===== config.mk =====
export PLATFORM = sky130hd
export DESIGN_NAME = multi_channel_signal_generator
export DESIGN_NICKNAME = d
export VERILOG_FILES = /design/src/rtl/sig_gen_pkg.sv /design/src/rtl/sig_gen_channel.sv /design/src/rtl/multi_channel_signal_generator.sv
export SDC_FILE = /design/constraint.sdc
export NUM_CORES = 1
export LEC_CHECK = 0
export CELL_PAD_IN_SITES_DETAIL_PLACEMENT = 1
export CELL_PAD_IN_SITES_GLOBAL_PLACEMENT = 2
export CORE_ASPECT_RATIO = 0.9
export CORE_UTILIZATION = 46
export DETAILED_ROUTE_END_ITERATION = 8
export PLACE_DENSITY_LB_ADDON = 0.2
export SLEW_MARGIN = 20
export SYNTH_ARGS = -nofsm -noshare
export SYNTH_HDL_FRONTEND = slang
export SYNTH_SLANG_ARGS = --single-unit

===== constraint.sdc =====
create_clock -name i_clk -period 7.6 [get_ports i_clk]
set_input_delay 1.9 -clock i_clk [delete_from_list [all_inputs] [get_ports i_clk]]
set_output_delay 1.9 -clock i_clk [all_outputs]
set_load 0.1 [all_outputs]

===== src/rtl/sig_gen_pkg.sv =====
// sig_gen_pkg: shared mode encoding and defaults for the signal generator
package sig_gen_pkg;

    localparam int CNT_W_DEF = 32;

    typedef enum logic [1:0] {
        MODE_OFF     = 2'b00,
        MODE_CONT    = 2'b01,
        MODE_ONESHOT = 2'b10,
        MODE_RSVD    = 2'b11
    } mode_e;

    // Reserved encoding is treated as off, so only these two ever generate
    function automatic logic mode_runs(input mode_e m);
        return (m == MODE_CONT) || (m == MODE_ONESHOT);
    endfunction

endpackage


===== src/rtl/sig_gen_channel.sv =====
// sig_gen_channel: one waveform channel with shadow/active config, counter and registered outputs
module sig_gen_channel
    import sig_gen_pkg::*;
#(
    parameter int          CNT_W      = CNT_W_DEF,
    parameter int unsigned DEF_PERIOD = 50000,
    parameter int unsigned DEF_HIGH   = 25000
) (
    input  logic             i_clk,
    input  logic             i_rst_n,
    input  logic             i_we,
    input  logic [1:0]       i_mode,
    input  logic [CNT_W-1:0] i_period,
    input  logic [CNT_W-1:0] i_high,
    input  logic             i_trig,
    output logic             o_pending,
    output logic             o_signal,
    output logic             o_tick,
    output logic             o_busy
);

    mode_e            r_mode;
    mode_e            r_s_mode;
    logic [CNT_W-1:0] r_period;
    logic [CNT_W-1:0] r_high;
    logic [CNT_W-1:0] r_s_period;
    logic [CNT_W-1:0] r_s_high;
    logic [CNT_W-1:0] r_cnt;
    logic             r_pend;
    logic             r_busy;
    logic             r_signal;
    logic             r_tick;

    logic             w_acc;
    logic             w_wrap;
    logic             w_apply;
    logic             w_start;
    mode_e            w_mode;
    logic [CNT_W-1:0] w_period;

    // A write is only taken while nothing is pending, so accept and apply never coincide
    assign w_acc    = i_we & ~r_pend;
    assign w_wrap   = r_busy && (r_cnt == r_period - CNT_W'(1));
    assign w_apply  = r_pend && (!r_busy || w_wrap);
    assign w_mode   = w_apply ? r_s_mode : r_mode;
    assign w_period = w_apply ? r_s_period : r_period;
    // Start decision uses the config that will be active next cycle, so a new mode takes effect on the boundary itself
    assign w_start  = mode_runs(w_mode) && (w_period != '0) && ((w_mode == MODE_CONT) || i_trig);

    // Shadow capture on accept, shadow-to-active transfer only at period boundaries or when idle
    always_ff @(posedge i_clk or negedge i_rst_n) begin
        if (!i_rst_n) begin
            r_mode     <= MODE_OFF;
            r_period   <= CNT_W'(DEF_PERIOD);
            r_high     <= CNT_W'(DEF_HIGH);
            r_s_mode   <= MODE_OFF;
            r_s_period <= CNT_W'(DEF_PERIOD);
            r_s_high   <= CNT_W'(DEF_HIGH);
            r_pend     <= 1'b0;
        end else begin
            if (w_acc) begin
                r_s_mode   <= mode_e'(i_mode);
                r_s_period <= i_period;
                r_s_high   <= i_high;
            end
            if (w_apply) begin
                r_mode   <= r_s_mode;
                r_period <= r_s_period;
                r_high   <= r_s_high;
            end
            r_pend <= w_acc | (r_pend & ~w_apply);
        end
    end

    // Counter runs within a period; at a wrap or while idle it restarts from 0 if the channel should run
    always_ff @(posedge i_clk or negedge i_rst_n) begin
        if (!i_rst_n) begin
            r_cnt    <= '0;
            r_busy   <= 1'b0;
            r_signal <= 1'b0;
            r_tick   <= 1'b0;
        end else begin
            if (r_busy && !w_wrap) begin
                r_cnt <= r_cnt + CNT_W'(1);
            end else begin
                r_cnt  <= '0;
                r_busy <= w_start;
            end
            r_signal <= r_busy && (r_cnt < r_high);
            r_tick   <= w_wrap;
        end
    end

    assign o_pending = r_pend;
    assign o_signal  = r_signal;
    assign o_tick    = r_tick;
    assign o_busy    = r_busy;

endmodule


===== src/rtl/multi_channel_signal_generator.sv =====
// multi_channel_signal_generator: NUM_CH programmable PWM/one-shot channels behind one config port
module multi_channel_signal_generator
    import sig_gen_pkg::*;
#(
    parameter int          NUM_CH     = 4,
    parameter int          CNT_W      = CNT_W_DEF,
    parameter int unsigned DEF_PERIOD = 50000,
    parameter int unsigned DEF_HIGH   = 25000,
    parameter int          CH_W       = (NUM_CH > 1) ? $clog2(NUM_CH) : 1
) (
    input  logic              i_clk,
    input  logic              i_rst_n,
    input  logic              i_cfg_valid,
    output logic              o_cfg_ready,
    input  logic [CH_W-1:0]   i_cfg_ch,
    input  logic [1:0]        i_cfg_mode,
    input  logic [CNT_W-1:0]  i_cfg_period,
    input  logic [CNT_W-1:0]  i_cfg_high,
    input  logic [NUM_CH-1:0] i_trig,
    output logic [NUM_CH-1:0] o_signal,
    output logic [NUM_CH-1:0] o_period_tick,
    output logic [NUM_CH-1:0] o_busy
);

    logic [NUM_CH-1:0] w_pend;
    logic [NUM_CH-1:0] w_we;

    // Ready follows the addressed channel's pending flag; out-of-range channels are always ready and swallowed
    always_comb begin
        o_cfg_ready = 1'b1;
        for (int i = 0; i < NUM_CH; i++)
            if (i_cfg_ch == CH_W'(i)) o_cfg_ready = ~w_pend[i];
    end

    for (genvar g = 0; g < NUM_CH; g++) begin : g_ch
        assign w_we[g] = i_cfg_valid && (i_cfg_ch == CH_W'(g));
        sig_gen_channel #(
            .CNT_W      (CNT_W),
            .DEF_PERIOD (DEF_PERIOD),
            .DEF_HIGH   (DEF_HIGH)
        ) u_ch (
            .i_clk     (i_clk),
            .i_rst_n   (i_rst_n),
            .i_we      (w_we[g]),
            .i_mode    (i_cfg_mode),
            .i_period  (i_cfg_period),
            .i_high    (i_cfg_high),
            .i_trig    (i_trig[g]),
            .o_pending (w_pend[g]),
            .o_signal  (o_signal[g]),
            .o_tick    (o_period_tick[g]),
            .o_busy    (o_busy[g])
        );
    end

endmodule


After elaboration in Yosys (flattened, before gate mapping)
Index checks and enable logic that the tools add are counted.
{ "word_totals": {"n_memories": 0, "wordCells": 160, "latchBits": 0, "ramBits": 0, "rom_bits": 0, "reg_bits": 672, "output_inout_bits": 13} }
{ "op_classes": {"div": 0, "shifts": 0, "eq_ne": 15, "n_mul": 0, "mux": 16, "reduce_logical": 53, "bitwise": 20, "order_cmp": 4, "n_addsub": 8} }
{ "op_table": {"columns": ["operator", "n"], "rows": [
  ["$mux 32", 8],
  ["$add 32x1->32 const B", 4],
  ["$eq 32x32->1", 4],
  ["$lt 32x32->1", 4],
  ["$reduce_bool 32->1", 4],
  ["$sub 32x1->32 const B", 4],
  ["$logic_and 1x1->1", 28],
  ["$eq 2x2->1 const B", 6],
  ["$logic_or 1x1->1", 12],
  ["$eq 2x1->1 const B", 5],
  ["$and 1x1->1", 8],
  ["$logic_not 1->1", 8],
  ["$mux 2", 4],
  ["$not 1->1", 8],
  ["$mux 1", 4],
  ["$or 1x1->1", 4],
  ["$logic_not 2->1", 1]
]} }

Depth between registers and ports, before layout
Gate-level depths: netlist of run 1.
{ "logic_depth": {"depth_word": 10, "ltp_mapped": 19} }

Hierarchy
Synthesis of run 1 repeated with hierarchy kept, for this count alone.
{ "unflattened": {"cells_unflattened": 3457, "hier_area_um2": 36989.2} }
{ "modules_own_cells": {"columns": ["mod", "n_inst", "area_per_inst_um2", "cells_per_inst"], "rows": [
  ["sig_gen_channel (g_ch[0].u_ch ...)", 2, 9730.6, 983],
  ["sig_gen_channel (g_ch[1].u_ch ...)", 2, 8734.6, 742],
  ["multi_channel_signal_generator", 1, 58.8, 7]
]} }

Worst setup path before layout of run 1
OpenSTA, ideal clock, no wires.
{ "synth_path": {"path_kind": "input to output", "startpoint": "in i_cfg_ch[0]", "endpoint": "out o_cfg_ready", "t_required_ps": 5700, "path_stages": 2, "arrival_ps": 2968, "setup_slack_ps": 2732, "cell_sequence": "mux4_2 -> inv_1"} }
{ "synth_via": {"elab_chain_len": 5, "elab_cells_between_ends": 8, "cone_classes": "eq/ne (3); mux (4); reduce/logical (1)"} }
{ "synth_lines": {"columns": ["item", "line_no", "rtl"], "rows": [
  ["start, declared", "multi_channel_signal_generator.sv:15", "input logic [CH_W-1:0] i_cfg_ch,"],
  ["$logic_not 2->1", "multi_channel_signal_generator.sv:32", "if (i_cfg_ch == CH_W'(i)) o_cfg_ready = ~w_pend[i];"],
  ["$mux 1 (3 in a row)", "multi_channel_signal_generator.sv:32", null],
  ["$mux 1 *", "multi_channel_signal_generator.sv:32", null],
  ["end, declared", "multi_channel_signal_generator.sv:14", "output logic o_cfg_ready,"]
]} }
Every way passes the cells marked *; elsewhere a longest branch is shown, timed or not.

Worst setup path in the final report of run 1
Same ends and word-level chain as after synthesis.

==> impl_metrics.ini, run 1 <==
[status]
status = finished, final reports clean

[setup_path]
slowest_delay_ns = 0.62
path_cells = clkdlybuf4s50_1, mux4_2, inv_1, buf_4
reg2reg_slack_ns = 2.40
r2r_start = g_ch[2].u_ch.r_period[0]$_DFF_PN0_
ff2ff_path_depth = 15
cp_top_family = buffers and inverters
critPathRequiredTime_ns = 5.70
slowest_stage = clkdlybuf4s50_1
crit_arrival_ns = 3.43
worst_setup_path_end_kind = output pin
crit_buf_inv = 3
worstReg2RegEnd = g_ch[2].u_ch.o_busy$_DFFE_PN0N_
crit_fanout = 5
cp-start-kind = primary input
setup.worst_path.class = in -> out

[layout]
layout-drive-gt1-share_pct = 22.6
final_common_cell = dfrtp_1
nets = 3454
areaGrowthSynthToFinish_pct = 12.2
layout_common_cells = dfrtp_1, mux2_2, nand2_1

[clock_tree]
cts_max_level = 3
cts_tree = built
cts_hold_buffers = 0
insertion_delay_ns = 0.63
cts.sink_count = 672
ctsResizeCount = 0
cts-root-buf = clkbuf_16
cts_setup_buffers = 0
cts_buffer_depth = 3
numCtsBuffers = 75
cts.reportedPaths.clkPinSlew_ns = 0.06

[floorplan]
die_h_um = 265
io_pins = 88
num_rows = 96
die_x_um = 295
coreArea_um2 = 76300
die_area_um2 = 78200
start_util_pct = 46.5

[yosys]
synth.area.top_cells = dfrtp_1, mux2_2, dfstp_2
synth_top_area_cell = dfrtp_1
ys_seq_elements = 672
yosys_warnings = 0
synth_cell_types = 76
syn_area_per_cell_um2 = 11.0
yosysSeqAreaShare_pct = 47.8
synthArstFlopShare_pct = 100
synthCells = 3217
synthFlopType = dfrtp_1
syn_nets = 3428
synth_top_area_share_pct = 40.6
syn_area_um2 = 35500
synth_edf_count = 0

[timing]
rsz0062_at_grt = false
setup_violations = 0
final_max_slew_viol_count = 0
fin_crit_sh_pct = 70.1
finClkSkew_ns = 0.0218
period_minus_slack_ns = 5.33
slew_headroom_pct = 25.8
holdWs_ns = 0.502
worst_pin_slew_ns = 1.11
fmax_ghz = 0.188
fin_setup_tns_ns = 0
hold_viol_final = 0

[drt]
drt_pass1_iterations = 6
wire_per_inst_um = 25.2
drt_wl_total_mm = 109
route.vias.total = 25500
drtAntennaViolNets = 0
drtIter0Drc = 1975
via_per_inst = 5.88
remaining_drc_errors = 0

[global_route]
grt_pass1_vias = 26500
antenna_found_initial = 27
gr-total-overflow = 0
grt_max_degree = 179
grt_use_total_pct = 28.6
grt_pass1_wl_mm = 168

[power]
irDropWorstVdd_mv = 0.159
p_leak_nw = 18.6
p_per_area_nw_per_um2 = 193
finalPower_mw = 7.69

[place]
place_congestion = 0.901
dp_hpwl_mm = 74.9
port_buffers = 87

[worst_hold_path]
holdPathStages = 1
hold_path.class = reg -> reg
worstHoldStart = g_ch[0].u_ch.r_mode[0]$_DFF_PN0_
holdPathEnd = g_ch[0].u_ch.r_mode[0]$_DFF_PN0_

[run]
drv_cap = 0
stage by stage:
stage	cells	setup slack [ns]	util [%]	area [um^2]
CTS	4331	2.27	52.1	39800
global route	4332	1.97	52.2	39800
finish	4336	2.27	52.2	39800
detailed placement	4194	2.27	48.8	37200
floorplan	3217	2.73	-	35500
global placement	4194	2.30	48.8	37200
synth_stat cells, types with 8 or more instances:
master and number:
dfrtp_1 576, mux2_2 439, nand2_1 233, nor2_1 231
inv_1 161, xnor2_1 151, o211ai_1 139, ha_1 136
xor2_1 136, clkbuf_1 111, dfstp_2 96, nor4_1 85
nand3_1 73, nand4_1 66, nor3_1 60, a21o_1 55
a21oi_1 46, or3_1 31, mux2_4 29, or4_1 29
and3_1 26, o21ai_0 24, nor2b_1 22, buf_2 21
nand2b_1 19, buf_4 16, a31oi_1 14, buf_1 13
mux2i_1 13, and4_1 11, nand4b_1 10, nor4b_1 9
or2_2 9, a211oi_1 8
registers in the layout, indices dropped and copies added, names as in the netlist:
signal,cells
g_ch.u_ch.r_s_period,128
g_ch.u_ch.o_signal,4
g_ch.u_ch.r_high,128
g_ch.u_ch.r_cnt,128
g_ch.u_ch.r_period,128
g_ch.u_ch.r_mode,8
g_ch.u_ch.o_tick,4
g_ch.u_ch.r_s_high,128
g_ch.u_ch.o_pending,4
g_ch.u_ch.r_s_mode,8
g_ch.u_ch.o_busy,4
cell type report:
type | instances | area (um^2)
well taps | 1029 | 1290
clock inverters | 30 | 397
inverters | 162 | 608
fillers | 8034 | 36500
flip-flops and latches | 672 | 16900
diodes | 4 | 10.0
multi-input cells | 2219 | 17300
clock buffers | 107 | 2160
repair buffers | 113 | 1130
report_power, final:
| part | internal [mW] | total, mW | switching (mW) |
|---|---|---|---|
| Clock | 2.29 | 3.80 | 1.51 |
| Combinational | 0.0654 | 0.257 | 0.191 |
| Sequential | 3.61 | 3.63 | 0.0197 |
| Total | 5.96 | 7.69 | 1.72 |
cells by family (layout without fill, tap and decap cells):
| kind of cell | count (synthesis) | in the layout | synth area share [%] |
|---|---|---|---|
| xor gates and xnor gates | 287 | 287 | 7.09 |
| buffers and inverters | 326 | 412 | 3.76 |
| AOI/OAI and AO/OA | 358 | 358 | 7.26 |
| and+or+nand+nor | 956 | 956 | 13.7 |
| muxes | 482 | 482 | 15.6 |
| DFF | 672 | 672 | 47.8 |
| other | 0 | 4 | 0 |
| adders and majority gates | 136 | 136 | 4.80 |
worst register-to-register path, stage by stage, from the launching register on:
cell      delay, ns
dfrtp_1        0.44
inv_1          0.10
ha_1           0.24
nor4b_1        0.79
nand2_1        0.35
nor4_1         0.31
a31oi_1        0.13
nand4b_1       0.19
nor4_1         0.86
a21oi_4        0.08
buf_4          0.42
mux2_2         0.44
ha_1           0.29
nor2_1         0.13
o311ai_0       0.16
o21ai_0        0.19
layer usage:
| layer | vias up | GRT usage (%) | part of all wire [%] |
|---|---|---|---|
| met5 | - | 0 | 0.042 |
| met4 | 6 | 10.4 | 3.7 |
| met3 | 183 | 4.11 | 5.3 |
| met2 | 539 | 44.4 | 46 |
| met1 | 13300 | 40.6 | 45 |
| li1 | 11500 | - | - |
worst max path at each step:
| stage | depth (start not counted) | end | startpoint | slack (ns) |
|---|---|---|---|---|
| after global routing | 15 | g_ch[2].u_ch.o_busy$_DFFE_PN0N_ | g_ch[2].u_ch.r_period[0]$_DFF_PN0_ | 1.97 |
| after detailed placement | 4 | o_cfg_ready | i_cfg_ch[0] | 2.27 |
| final | 4 | o_cfg_ready | i_cfg_ch[0] | 2.27 |
| after floorplan | 2 | o_cfg_ready | i_cfg_ch[0] | 2.73 |
| after CTS | 4 | o_cfg_ready | i_cfg_ch[0] | 2.27 |
| after global placement | 4 | o_cfg_ready | i_cfg_ch[0] | 2.30 |
Power figures use the tool's default switching activity.
==> run 2, diff against run 1 <==
Settings changed: CORE_UTILIZATION 46 to 43.
Clock period 7.6 ns to 5.46 ns, I/O delays scaled along.
==> impl_metrics.ini, run 2 (synthesis gave the netlist of run 1 again) <==
[layout]
areaGrowthSynthToFinish_pct = 12.7
layout_common_cells = dfrtp_1, mux2_2, nand2_1
fillers = 8633
nets = 3463
final_common_cell = dfrtp_1
layout-drive-gt1-share_pct = 22.9

[drt]
drtAntennaViolNets = 0
via_per_inst = 5.78
drtIter0Drc = 1686
drt_pass1_iterations = 5
remaining_drc_errors = 0
route.vias.total = 25300
wire_per_inst_um = 25.2
drt_wl_total_mm = 111

[timing]
setup_violations = 0
holdWs_ns = 0.500
setup_ws_ns = 0.651
fmax_ghz = 0.208
worst_pin_slew_ns = 1.02
fin_crit_sh_pct = 88.1
rsz0062_at_grt = false
hold_viol_final = 0
period_minus_slack_ns = 4.81
fin_setup_tns_ns = 0
finClkSkew_ns = 0.0281
final_max_slew_viol_count = 0
slew_headroom_pct = 32.2

[worst_hold_path]
worstHoldStart = g_ch[0].u_ch.r_s_high[16]$_DFFE_PN0P_
holdPathEnd = g_ch[0].u_ch.r_high[16]$_DFFE_PN0N_
holdPathStages = 1
hold_path.class = reg -> reg

[floorplan]
die_x_um = 305
die_area_um2 = 83600
start_util_pct = 43.6
num_rows = 99
coreArea_um2 = 81400
io_pins = 88
die_h_um = 274

[clock_tree]
cts.sink_count = 672
insertion_delay_ns = 0.63
cts.reportedPaths.clkPinSlew_ns = 0.06
cts_hold_buffers = 0
cts-root-buf = clkbuf_16
ctsResizeCount = 0
cts_max_level = 3
cts_setup_buffers = 0
cts_buffer_depth = 3
numCtsBuffers = 76
cts_tree = built

[global_route]
antenna_found_initial = 24
grt_use_total_pct = 26.9
grt_max_degree = 111
grt_pass1_vias = 26700
grt_pass1_wl_mm = 170
gr-total-overflow = 0

[setup_path]
reg2reg_slack_ns = 0.65
worstReg2RegEnd = g_ch[1].u_ch.r_high[12]$_DFFE_PN0N_
ff2ff_path_depth = 9
path_depth = 9
crit_arrival_ns = 5.32
crit_fanout = 50
r2r_start = g_ch[1].u_ch.r_period[5]$_DFF_PN0_
slowest_stage = buf_4
worst_setup_path_end_kind = flip-flop
setup.worst_path.class = reg -> reg
crit_buf_inv = 1
slowest_delay_ns = 0.79
cp-start-kind = flip-flop
path_cells = or4_1, nor4_2, and3_1, a21oi_1, a211oi_1, nor4b_1, a41oi_4, buf_4, mux2_2
critPathRequiredTime_ns = 5.97
cp_top_family = simple AND/OR/NAND/NOR gates

[power]
switchingPower_mw = 2.47
internal_power_mw = 8.33
p_leak_nw = 18.7
p_per_area_nw_per_um2 = 270
comb_power_share_pct = 3.3
power_frac_seq_pct = 46.8
sw_frac_of_total_pct = 22.9
clkPwrFrac_pct = 49.9
irDropWorstVdd_mv = 0.318

[place]
port_buffers = 87
dpl_worst_slack_ns = 0.675
dp_hpwl_mm = 77.3
place_congestion = 0.864

[run]
drv_cap = 0

[status]
status = finished, final reports clean
run 2: power groups by stage:
stage	registers, mW	clock network [mW]	logic (mW)
after CTS	5.05	5.50	0.372
after floorplan	5.13	0	0.0517
after global placement	5.14	0	0.362
after detailed placement	5.14	0	0.371
after global routing	5.06	5.68	0.384
final	5.05	5.38	0.360
run 2: worst max path at each step:
stage          slack, ns                               start                             endpoint
2_1_floorplan       1.21  g_ch[0].u_ch.r_period[0]$_DFF_PN0_      g_ch[0].u_ch.o_busy$_DFFE_PN0N_
3_3_place_gp        0.80  g_ch[1].u_ch.r_period[5]$_DFF_PN0_      g_ch[1].u_ch.o_busy$_DFFE_PN0N_
3_5_place_dp        0.68  g_ch[1].u_ch.r_period[5]$_DFF_PN0_  g_ch[1].u_ch.r_high[16]$_DFFE_PN0N_
4_1_cts             0.65  g_ch[1].u_ch.r_period[5]$_DFF_PN0_  g_ch[1].u_ch.r_high[12]$_DFFE_PN0N_
5_1_grt             0.41  g_ch[1].u_ch.r_period[5]$_DFF_PN0_   g_ch[1].u_ch.r_high[1]$_DFFE_PN0N_
6_report            0.65  g_ch[1].u_ch.r_period[5]$_DFF_PN0_  g_ch[1].u_ch.r_high[12]$_DFFE_PN0N_
run 2: stage by stage:
step	power [mW]	cells	cell area, um^2	util (%)
after floorplan	5.18	3217	35500	-
after global placement	5.50	4234	37300	45.9
after detailed placement	5.51	4234	37300	45.9
after CTS	10.9	4374	39900	49.1
after global routing	11.1	4374	39900	49.1
final	10.8	4384	40000	49.1
run 2: area by class of cell:
class | instances | area [um^2] | area share [%]
diodes | 10 | 25.0 | 0.0626
clock buffers | 114 | 2260 | 5.65
clock inverters | 26 | 360 | 0.902
inverters | 162 | 608 | 1.52
multi-input cells | 2219 | 17300 | 43.2
flip-flops and latches | 672 | 16900 | 42.4
well taps | 1060 | 1330 | 3.32
repair buffers | 121 | 1180 | 2.95
run 2: worst register-to-register path, cell delays in order (launching register included):
cell and delay, ns:
dfrtp_1 0.44, or4_1 0.71, nor4_2 0.39, and3_1 0.38, a21oi_1 0.11, a211oi_1 0.50, nor4b_1 0.17, a41oi_4 0.71
buf_4 0.79, mux2_2 0.48
run 2: layer usage:
metal	wire [um]	global-route usage [%]	part of all wire, %	vias to the layer above
li1	-	-	-	11500
met1	52500	38.4	47	13200
met4	3760	9.12	3.4	8
met2	49900	42.1	45	439
met3	4540	3.42	4.1	172
met5	53	0	0.048	-
